==> config.mk <==
export PLATFORM = sky130hd
export DESIGN_NAME = boton_pulsos
export DESIGN_NICKNAME = d
export VERILOG_FILES = /design/src/rtl/boton_pulsos.sv
export SDC_FILE = /design/constraint.sdc
export NUM_CORES = 1
export LEC_CHECK = 0
export CAP_MARGIN = 20
export CELL_PAD_IN_SITES_DETAIL_PLACEMENT = 1
export CELL_PAD_IN_SITES_GLOBAL_PLACEMENT = 2
export CORE_UTILIZATION = 25
export CTS_CLUSTER_SIZE = 28
export DETAILED_ROUTE_END_ITERATION = 6
export PLACE_DENSITY_LB_ADDON = 0.15
export SYNTH_ARGS = -nofsm -noshare
export SYNTH_HDL_FRONTEND = slang
export SYNTH_SLANG_ARGS = --single-unit
==> constraint.sdc <==
create_clock -name clk -period 2.4 [get_ports clk]
set_input_delay 0.48 -clock clk [delete_from_list [all_inputs] [get_ports clk]]
set_output_delay 0.48 -clock clk [all_outputs]
set_load 0.02 [all_outputs]
==> src/rtl/boton_pulsos.sv <==
// boton_pulsos: classifies each debounced button press as a short press
// (one-cycle pulse on release) or a long press (one-cycle pulse at the hold
// threshold, plus a level that stays high until the button is let go).
module boton_pulsos #(
  parameter int LONG_CYCLES = 100_000_000,
  parameter int MIN_CYCLES  = 1
) (
  input  logic clk,
  input  logic reset,
  input  logic boton_in,
  output logic pulso_corto,
  output logic pulso_largo,
  output logic sostenido
);

  localparam int CW = $clog2(LONG_CYCLES + 1);

  localparam logic [CW-1:0] LONG_C = CW'(LONG_CYCLES);
  localparam logic [CW-1:0] LAST_C = CW'(LONG_CYCLES - 1);
  localparam logic [CW-1:0] MIN_C  = CW'(MIN_CYCLES);
  localparam logic [CW-1:0] ONE_C  = CW'(1);

  localparam logic [1:0] ARM       = 2'd0;
  localparam logic [1:0] IDLE      = 2'd1;
  localparam logic [1:0] PRESSED   = 2'd2;
  localparam logic [1:0] LONG_HELD = 2'd3;

  logic [1:0]    state;
  logic [1:0]    state_nxt;
  logic [CW-1:0] cnt;
  logic [CW-1:0] cnt_nxt;
  logic          corto_nxt;
  logic          largo_nxt;
  logic          sost_nxt;

  // Next-state logic: decides transitions, counter update and output values
  always_comb begin
    state_nxt = state;
    cnt_nxt   = cnt;
    corto_nxt = 1'b0;
    largo_nxt = 1'b0;
    sost_nxt  = sostenido;
    case (state)
      ARM: begin
        cnt_nxt  = '0;
        sost_nxt = 1'b0;
        if (!boton_in) begin
          state_nxt = IDLE;
        end
      end
      IDLE: begin
        sost_nxt = 1'b0;
        if (boton_in) begin
          state_nxt = PRESSED;
          cnt_nxt   = ONE_C;
        end else begin
          cnt_nxt = '0;
        end
      end
      PRESSED: begin
        if (!boton_in) begin
          state_nxt = IDLE;
          cnt_nxt   = '0;
          corto_nxt = (cnt >= MIN_C);
        end else if (cnt == LAST_C) begin
          state_nxt = LONG_HELD;
          cnt_nxt   = LONG_C;
          largo_nxt = 1'b1;
          sost_nxt  = 1'b1;
        end else begin
          cnt_nxt = cnt + ONE_C;
        end
      end
      LONG_HELD: begin
        if (!boton_in) begin
          state_nxt = IDLE;
          cnt_nxt   = '0;
          sost_nxt  = 1'b0;
        end else begin
          sost_nxt = 1'b1;
        end
      end
      default: begin
        state_nxt = ARM;
        cnt_nxt   = '0;
        sost_nxt  = 1'b0;
      end
    endcase
  end

  // State, counter and registered outputs; reset discards any press in progress
  always_ff @(posedge clk or negedge reset) begin
    if (!reset) begin
      state       <= ARM;
      cnt         <= '0;
      pulso_corto <= 1'b0;
      pulso_largo <= 1'b0;
      sostenido   <= 1'b0;
    end else begin
      state       <= state_nxt;
      cnt         <= cnt_nxt;
      pulso_corto <= corto_nxt;
      pulso_largo <= largo_nxt;
      sostenido   <= sost_nxt;
    end
  end

endmodule
==> run_results.csv <==
group,metric,value,unit
clock_network,clkLatencyLatePin,290,ps
power,internal-power,990,µW
synthesis,synth_edf_count,0,
sta,period_share,0.902,
global_routing,grt_pass1_vias,1940,
outcome,status,"complete, no violations",
sta,worst_clock_skew,5.14,ps
drt,vias,1807,
power,power_frac_comb,0.325,
power,p_switching,571,µW
global_routing,grt_usage,0.160,
cells_and_area,mostFrequentLayoutCells,"32 x dfrtp_1, 28 x nand2_1, 13 x nor2_1, 13 x o21ai_0, 12 x nand3_1",
drt,routed_wl,6.23,mm
clock_network,hold_buffers,0,
place,hpwl,4.42,mm
power,clock_power_share,0.285,
clock_network,clock_sinks,32,
power,pwr-share-seq,0.390,
cells_and_area,multi_input_area,1150,µm²
power,leakage,0.000931,µW
cells_and_area,fin_nets,247,
clock_network,clk_path_buf_depth,2,
sta,max_freq,462,MHz
clock_network,postCtsSetupRepairBufs,0,
synthesis,synth_warnings,0,
floorplanning,die_area,8650,µm²
drt,final_antenna_net_count,0,
sta,hold_ws,271,ps
floorplanning,ios,6,
floorplanning,initial_utilization,0.264,
sta,drv_slew,0,
synthesis,synth_top_cell_area_share,0.387,
sta,rsz0062_at_grt,"no",
cells_and_area,fillers,950,
clock_network,tritoncts,"yes",
setup_path,arrival,2320,ps
power,power.total,1560,µW
power,vdd_ir_drop_max,0.341,mV
synthesis,ys.flop_type,"dfrtp_1",
place,dp_slack,252,ps
drt,viasPerCell,5.30,
drt,firstDrtPassIters,6,
cells_and_area,area_delta_synth_final,12.2,%
cells_and_area,drive_gt1_frac,0.121,
drt,post-route-drc-count,0,
cells_and_area,diodes,0,
power,swShare,0.366,
sta,period_needed,2160,ps
drt,wl_per_cell,18.3,µm
floorplanning,die_w,93.0,µm
setup_path,start_kind,"flip-flop",
place,placed_area,2230,µm²
clock_network,cts_resized,0,
synthesis,netlist_area,2070,µm²
sta,setup_tns,0,ps
synthesis,syn_inst,232,
cells_and_area,final_common_cell,"dfrtp_1",
cells_and_area,register_area,801,µm²
floorplanning,die_y,93.0,µm
synthesis,yosysUniqueCellTypes,45,
sta,worst_pin_slew,792,ps
run,drv_cap,0,
global_routing,grt_pass1_wl,10.5,mm
synthesis,ys_seq_area_frac,0.387,
synthesis,syn_avg_cell_area,8.92,µm²
clock_network,numCtsBuffers,5,
sta,slew_headroom,0.472,
global_routing,grt_max_degree,33,
setup_path,required,2560,ps
global_routing,grt_overflow,0,
floorplanning,rows,32,
global_routing,antenna_found_initial,0,
synthesis,synth.largest_area_cell,"dfrtp_1",
sta,hold_viol_final,0,
drt,initialDrtViolationCount,97,
synthesis,synth_fp_nets,241,
place,port-buffer-count,5,
cells_and_area,stdcell_area,2320,µm²
clock_network,htree_levels,2,
setup_path,path_class,"reg2reg",
sta,finalSetupViolCount,0,
clock_network,clock_tree.root_cell,"clkbuf_8",
synthesis,synth_area_leaders,"dfrtp_1 39%, nand2_1 5.1%, a31o_1 4.2%",
setup_path,cp_max_fo,11,
floorplanning,core,7850,µm²
sta,worst_slack,235,ps
clock_network,clk_pin_slew_worst_paths,70,ps
power,power_density,672,nW/µm²
synthesis,ys_ff_latch,32,
setup_path,endpoint_kind,"flip-flop",
synthesis,async_reset_ff_frac,1.00,
worst_hold_path,min_path_type,"in2async",
place,gp_congestion,0.742,
## synth_stat cells (all sizes together) (2+ instances only)
cell type	count
a21o	4
a21oi	6
a22o	4
a31o	10
and2	4
and4	2
buf	9
clkbuf	6
dfrtp	32
ha	6
inv	10
mux2i	2
nand2	28
nand3	13
nand4	7
nor2	13
nor3	11
nor4	9
o21ai	16
o21bai	2
o22ai	2
o2bb2ai	6
o31ai	12
o41ai	3
or2	2
or3	2
or4	3
## power by group through the flow
stage | clock, µW | combinational, µW | sequential [µW]
detailed placement | 0 | 514 | 620
finish | 445 | 507 | 609
global route | 482 | 569 | 619
CTS | 467 | 516 | 609
global placement | 0 | 516 | 615
floorplan | 0 | 341 | 622
## worst max-delay path, stage by stage, from the launching register on
cell	delay, ps
dfrtp_1	480
ha_1	250
nand3_2	100
or4_4	630
nor4_1	290
o21ai_0	130
o2bb2ai_1	150
## area by class of cell
type | instances | share of cell area
multi-input combinational | 175 | 0.497
sequential | 32 | 0.345
tap | 102 | 0.0550
timing repair buffer | 14 | 0.0485
clock buffer | 8 | 0.0388
inverter | 10 | 0.0162
## metrics by stage
stage / std cells / utilization
global placement: 333 / 0.284
detailed placement: 333 / 0.284
finish: 341 / 0.296
global route: 341 / 0.296
CTS: 341 / 0.296
floorplan: 232 / -
## sequential cells by signal (all words and copies together) (netlist names)
| signal | flops |
|---|---|
| pulso_corto | 1 |
| pulso_largo | 1 |
| sostenido | 1 |
| cnt | 27 |
| state | 2 |
## metal layers
layer  up-vias  routed length [µm]  share of wire  GRT usage
li1        880                   -              -          -
met1       909                3140           0.50      0.210
met2         9                2900           0.46      0.268
met3         9                 101          0.016     0.0268
met4         0                  92          0.015     0.0526
met5         -                   0              0          0
## logic make-up after synthesis
group           count (synthesis)  synth area share
fa+ha+maj                       6            0.0363
flops                          32             0.387
compound gates                 69             0.239
mux                             3            0.0151
buf+inv                        25            0.0556
simple gates                   97             0.267
## worst paths after layout
| path | from | endpoint | slack, ps | cells after the start |
|---|---|---|---|---|
| setup / recovery | cnt[0]$_DFFE_PN0N_ | cnt[26]$_DFFE_PN0N_ | 240 | 6 |
| hold / removal | reset | cnt[22]$_DFFE_PN0N_ | 270 | 1 |
| setup reg to reg | cnt[0]$_DFFE_PN0N_ | cnt[26]$_DFFE_PN0N_ | 240 | 6 |
| hold reg to reg | sostenido$_DFFE_PN0P_ | sostenido$_DFFE_PN0P_ | 540 | 1 |
| max in group asynchronous | reset | cnt[9]$_DFFE_PN0N_ | 1630 | 1 |
| min in group clk | sostenido$_DFFE_PN0P_ | sostenido$_DFFE_PN0P_ | 540 | 1 |
(Power assumes the default switching activity.)
